File: src/rtl/regfile_pkg.sv
// ============================================================================
// Module      : regfile_pkg
// Description : Shared defaults and address-match helper for regfile_sb.
// Revision    : 1.0
// ============================================================================
`default_nettype none

package regfile_pkg;
   localparam int unsigned XLEN_DEF  = 32;
   localparam int unsigned NREGS_DEF = 32;
   localparam int unsigned MATCH_W   = 16;
   localparam logic [MATCH_W-1:0] REG_ZERO = '0;

   // Addresses are widened to MATCH_W by the caller so one helper serves any AW.
   function automatic logic addr_match(input logic [MATCH_W-1:0] a,
                                       input logic [MATCH_W-1:0] b,
                                       input logic               en);
      return en && (a == b) && (a != REG_ZERO);
   endfunction
endpackage

`default_nettype wire

File: src/rtl/regfile_sb_scoreboard.sv
// ============================================================================
// Module      : regfile_sb_scoreboard
// Description : Per-register load busy bits with set-over-clear priority.
// Revision    : 1.0
// ============================================================================
`default_nettype none

module regfile_sb_scoreboard
   import regfile_pkg::*;
#(
   parameter int NREGS  = NREGS_DEF,
   parameter int AW     = $clog2(NREGS),
   parameter int NUM_RD = 2
) (
   input  logic                 clk,
   input  logic                 rst_n,
   input  logic                 wb_en,
   input  logic [AW-1:0]        wb_addr,
   input  logic                 sb_set,
   input  logic [AW-1:0]        sb_addr,
   input  logic [NUM_RD*AW-1:0] rd_addr,
   output logic [NREGS-1:0]     busy_vec,
   output logic [NUM_RD-1:0]    rd_busy
);
   logic [NREGS-1:0] busy_q;
   logic [NREGS-1:0] busy_d;

   // A load issued while the previous one returns keeps the register busy.
   always_comb begin
      busy_d = busy_q;
      for (int i = 1; i < NREGS; i++) begin
         if (addr_match(MATCH_W'(wb_addr), MATCH_W'(i), wb_en))
            busy_d[i] = 1'b0;
         if (addr_match(MATCH_W'(sb_addr), MATCH_W'(i), sb_set))
            busy_d[i] = 1'b1;
      end
      busy_d[0] = 1'b0;
   end

   always_ff @(posedge clk or negedge rst_n) begin
      if (!rst_n) busy_q <= '0;
      else        busy_q <= busy_d;
   end

   assign busy_vec = busy_q;

   generate
      for (genvar p = 0; p < NUM_RD; p++) begin : g_rd_busy
         logic [AW-1:0] addr;
         assign addr       = rd_addr[p*AW +: AW];
         assign rd_busy[p] = busy_q[addr] &
                             ~addr_match(MATCH_W'(wb_addr), MATCH_W'(addr), wb_en);
      end
   endgenerate
endmodule

`default_nettype wire

File: src/rtl/regfile_sb.sv
// ============================================================================
// Module      : regfile_sb
// Description : Register file with write-first bypass and load scoreboard.
// Revision    : 1.0
// ============================================================================
`default_nettype none

module regfile_sb
   import regfile_pkg::*;
#(
   parameter int XLEN   = XLEN_DEF,
   parameter int NREGS  = NREGS_DEF,
   parameter int AW     = $clog2(NREGS),
   parameter int NUM_RD = 2
) (
   input  logic                   clk,
   input  logic                   rst_n,
   input  logic                   wa_en,
   input  logic [AW-1:0]          wa_addr,
   input  logic [XLEN-1:0]        wa_data,
   input  logic                   wb_en,
   input  logic [AW-1:0]          wb_addr,
   input  logic [XLEN-1:0]        wb_data,
   input  logic                   sb_set,
   input  logic [AW-1:0]          sb_addr,
   input  logic [NUM_RD*AW-1:0]   rd_addr,
   output logic [NUM_RD*XLEN-1:0] rd_data,
   output logic [NUM_RD-1:0]      rd_busy,
   output logic [NREGS-1:0]       busy_vec,
   output logic                   wr_collision
);
   logic [XLEN-1:0] mem [NREGS];
   logic            wa_hit;
   logic            wb_hit;

   assign wa_hit = addr_match(MATCH_W'(wa_addr), MATCH_W'(wa_addr), wa_en);
   assign wb_hit = addr_match(MATCH_W'(wb_addr), MATCH_W'(wb_addr), wb_en);

   // Port A is written last so it wins a same-address collision.
   always_ff @(posedge clk or negedge rst_n) begin
      if (!rst_n) begin
         for (int i = 0; i < NREGS; i++) mem[i] <= '0;
         wr_collision <= 1'b0;
      end else begin
         if (wb_hit) mem[wb_addr] <= wb_data;
         if (wa_hit) mem[wa_addr] <= wa_data;
         wr_collision <= addr_match(MATCH_W'(wa_addr), MATCH_W'(wb_addr), wa_en & wb_en);
      end
   end

   generate
      for (genvar p = 0; p < NUM_RD; p++) begin : g_rd
         logic [AW-1:0] addr;
         assign addr = rd_addr[p*AW +: AW];
         always_comb begin
            rd_data[p*XLEN +: XLEN] = mem[addr];
            if (addr_match(MATCH_W'(wb_addr), MATCH_W'(addr), wb_en))
               rd_data[p*XLEN +: XLEN] = wb_data;
            if (addr_match(MATCH_W'(wa_addr), MATCH_W'(addr), wa_en))
               rd_data[p*XLEN +: XLEN] = wa_data;
            if (addr == AW'(0))
               rd_data[p*XLEN +: XLEN] = '0;
         end
      end
   endgenerate

   regfile_sb_scoreboard #(
      .NREGS  (NREGS),
      .AW     (AW),
      .NUM_RD (NUM_RD)
   ) u_sb (
      .clk      (clk),
      .rst_n    (rst_n),
      .wb_en    (wb_en),
      .wb_addr  (wb_addr),
      .sb_set   (sb_set),
      .sb_addr  (sb_addr),
      .rd_addr  (rd_addr),
      .busy_vec (busy_vec),
      .rd_busy  (rd_busy)
   );
endmodule

`default_nettype wire

File: config.mk
export PLATFORM = sky130hd
export DESIGN_NAME = regfile_sb
export DESIGN_NICKNAME = d
export VERILOG_FILES = /design/src/rtl/regfile_pkg.sv /design/src/rtl/regfile_sb_scoreboard.sv /design/src/rtl/regfile_sb.sv
export SDC_FILE = /design/constraint.sdc
export NUM_CORES = 2
export LEC_CHECK = 0
export ABC_AREA = 1
export ABC_CLOCK_PERIOD_IN_PS = 2100
export CAP_MARGIN = 0
export CELL_PAD_IN_SITES_DETAIL_PLACEMENT = 1
export CELL_PAD_IN_SITES_GLOBAL_PLACEMENT = 2
export CORE_UTILIZATION = 32
export CTS_CLUSTER_DIAMETER = 120
export DETAILED_ROUTE_END_ITERATION = 8
export PLACE_DENSITY_LB_ADDON = 0.1
export SKIP_LAST_GASP = 1
export SYNTH_ARGS = -nofsm -noshare
export SYNTH_HDL_FRONTEND = slang
export SYNTH_SLANG_ARGS = --single-unit
export TNS_END_PERCENT = 5
File: constraint.sdc
create_clock -name clk -period 2.1 [get_ports clk]
set_input_delay 0.42 -clock clk [delete_from_list [all_inputs] [get_ports clk]]
set_output_delay 0.42 -clock clk [all_outputs]
set_load 0.03 [all_outputs]
==> out/summary.txt <==
=====================================================================================
Arrival time at the worst endpoint                                            2.67 ns
Ratio of cells with drive above 1 in the final layout                          22.49%
Power per unit of standard cell area                                     863.9 nW/µm²
Routed wire length per instance                                              35.71 µm
Post-Syn Area per Cell                                                      6.805 µm²
Part of the cycle the worst path needs                                         147.1%
Static power due to leakage                                                0.04306 µW
Maximum clock path buffer count                                                     3
Combinational group share of total power                                        33.9%
Setup TNS Final                                                             -67.43 ns
Fin worst setup slack                                                      -0.9887 ns
Antenna-violating nets left                                                         0
Clock Power Share                                                               30.5%
Nature of the critical path endpoint                                      output port
Effective utilization at floorplan                                             32.36%
Number of buffers created by CTS                                                  144
Clk sinks                                                                        1056
Total global routing overflow                                                       0
Worst supply voltage drop on vdd                                          0.0009495 V
Post-synth net total                                                            10218
Post-placement worst setup slack                                            -1.292 ns
Non-Filler Cell Area, Final                                                 96750 µm²
Final critical delay including setup and external delays                     3.089 ns
DRC violations left                                                                 0
Skew final                                                                       0 ns
Instance count of the mapped netlist                                            10124
Final Max Tran Viols                                                                0
IO Count                                                                          193
Buffers on Ports                                                                  191
Most common library cell in the layout ignoring fill and taps                 nand2_1
Worst-case headroom to the max-slew limit                                      48.42%
Status                                                                   complete, but fails checks
Final net count                                                                 11274
Synth cell types                                                                   48
Core ar.                                                                   212900 µm²
Sequential-to-total area share from yosys stat                                 38.36%
Sw Pwr                                                                       31060 µW
Routability-driven placement congestion ratio                                   1.001
Crit path kind                                                           flip-flop to output port
Routed via count divided by cell count                                          6.244
Largest net degree at the start of global routing                                  65
Number of cells in the finished layout apart from fillers                       14116
Synth Register Bits                                                              1056
Clock tree from TritonCTS                                                       built
Type of the tightest min-delay check                                     input port to async pin
Die Ht                                                                         466 µm
Critical path origin                                                         mem[726]
F_max                                                                       323.8 MHz
Leading cell types in the layout, fill and taps excluded                 nand2_1, o21ai_0, nand3_1
Unrepaired setup endpoints after global routing                                   yes
Horizontal die dimension                                                       466 µm
Int Pwr                                                                      52530 µW
Via count of the first global-routing pass                                      87940
Num rows                                                                          169
H-tree depth                                                                        4
Total GRT Usage                                                                45.46%
Cell total after placement                                                      13799
Reg power frac                                                                  35.6%
Total Routed Length                                                          504.1 mm
DRT Pass-1 Iters                                                                    6
Worst-Skew Late Latency                                                       0.83 ns
Launch instance of the worst register-to-register path                       mem[939]
Growth of design area from synthesis to finish                                 40.44%
Worst Tran Pin Value                                                        0.7726 ns
Area of the die                                                            217200 µm²
Layout filler cell count                                                        25650
Iter 0 DRT Violations                                                           10775
Fin. Hold Viols                                                                     0
First-pass GRT wire length                                                   698.6 mm
Post-layout utilization of the core                                            45.44%
Synth warn                                                                          0
Clock tree root buffer cell                                                 clkbuf_16
Total standard cell area after synthesis                                    68890 µm²
Worst setup SP type                                                         flip-flop
Count of max-cap constraint violations                                              0
Sw Share                                                                       37.15%
Setup violators final                                                              99
Total number of vias                                                            88134
Violations in the final reports                                          setup timing
Post-detail-place hpwl                                                       358.1 mm
Maximum fanout along the worst path                                                 3
Clock-pin slew of the registers on the worst-case setup and hold paths        0.07 ns
Required time reported for the critical path endpoint                         1.68 ns
Area after DPL                                                              89860 µm²
Antenna violations before repair                                                   35
=====================================================================================
-- cell families (layout without fill, tap and decap cells) --
kind of cell    count (synthesis)  count (layout)  share of synthesized area, %
compound gates               3176            3176                         25.38
other cells                     1              13                      0.005443
buf+inv                      1612            2771                         9.660
xor+xnor                        7               7                       0.08899
flops                        1056            1056                         38.36
simple gates                 4272            4272                         26.51
-- metrics by stage --
| stage | power [µW] | hold slack, ns |
|---|---|---|
| floorplan | 42340 | 0.1244 |
| global placement | 55590 | 0.3253 |
| detailed placement | 56580 | 0.3220 |
| CTS | 82650 | 0.05384 |
| global route | 87100 | 0.06707 |
| finish | 83590 | 0.06879 |
-- worst max-delay path, stage by stage (launching register included) --
cell and delay (ns):
dfrtp_1 0.38, buf_4 0.12, nand2_1 0.04, nand3_1 0.12, nand3_1 0.10, nand3_1 0.12
nand3_1 0.08, buf_4 0.18, nand2_1 0.07, buf_4 0.17, nand2_2 0.09, a21oi_4 0.17
buf_12 0.14
-- metal layers --
layer	track usage, %	wire length (µm)	share of wire (%)	up-vias
met4	41.02	56370	11	12
met3	8.099	42570	8.4	1551
met2	67.54	212300	42	5064
met5	0	77	0.015	-
li1	-	-	-	36777
met1	56.24	192800	38	44730
-- area by class of cell --
class | instances | area [µm²] | share of cell area, %
Clock buffer | 218 | 4328 | 4.473
Clock inverter | 31 | 322.8 | 0.3336
Sequential cell | 1056 | 26430 | 27.31
Antenna cell | 12 | 30.03 | 0.03104
Tap cell | 2821 | 3530 | 3.648
Inverter | 577 | 2242 | 2.317
Timing Repair Buffer | 1945 | 21920 | 22.66
Multi-Input combinational cell | 7456 | 37950 | 39.23
-- sequential cells by signal, summed over array words and instances, names as in the netlist --
name and flops:
mem 1024, u_sb.busy_vec 31, wr_collision 1
-- repair_timing --
action,4_1_cts,5_1_grt
gates resized for setup,240,220
endpoints found under the setup margin,101,111
hold buffers,1,0
endpoints found under the hold margin,265,0
setup buffers,41,23
pin swaps,98,117
cloned,9,4
-- cells in the mapped netlist (all sizes together) --
cell type | n | area (µm²)
nor3 | 15 | 161.4
a221oi | 8 | 70.07
a21oi | 829 | 4153
o21ai | 1546 | 7749
xor2 | 3 | 26.28
a22oi | 25 | 187.7
or2 | 2 | 12.51
clkbuf | 592 | 2223
clkinv | 33 | 125.1
xnor2 | 4 | 35.03
conb | 1 | 3.750
inv | 544 | 2057
a22o | 13 | 113.9
nand2 | 2154 | 8182
nand3 | 1425 | 7187
a211oi | 57 | 427.9
nor4 | 3 | 18.77
o211ai | 334 | 2507
a31oi | 32 | 200.2
o31a | 1 | 8.760
nor2 | 660 | 2582
dfrtp | 1056 | 26430
buf | 443 | 2250
o22ai | 331 | 2071
nand4 | 13 | 117.6
-- path summary, 6_finish.rpt --
path | endpoint | slack [ns] | depth (start not counted)
worst min register to register | mem[1022] | 0.38 | 0
max in group asynchronous | mem[583] | 1.03 | 4
worst min-delay path | mem[819] | 0.07 | 2
min in group clk | u_sb.busy_vec[29] | 0.22 | 3
worst max register to register | mem[939] | -0.80 | 22
worst max-delay path | rd_data[54] | -0.99 | 12
-- power groups by stage --
stage                     combinational [µW]  sequential (µW)  clock, µW
after floorplan                        13500            28800          0
after CTS                              27400            29600      25600
after global routing                   30500            30300      26300
after detailed placement               26700            29800          0
after global placement                 25900            29700          0
final                                  28300            29700      25500
(Power assumes the default switching activity.)
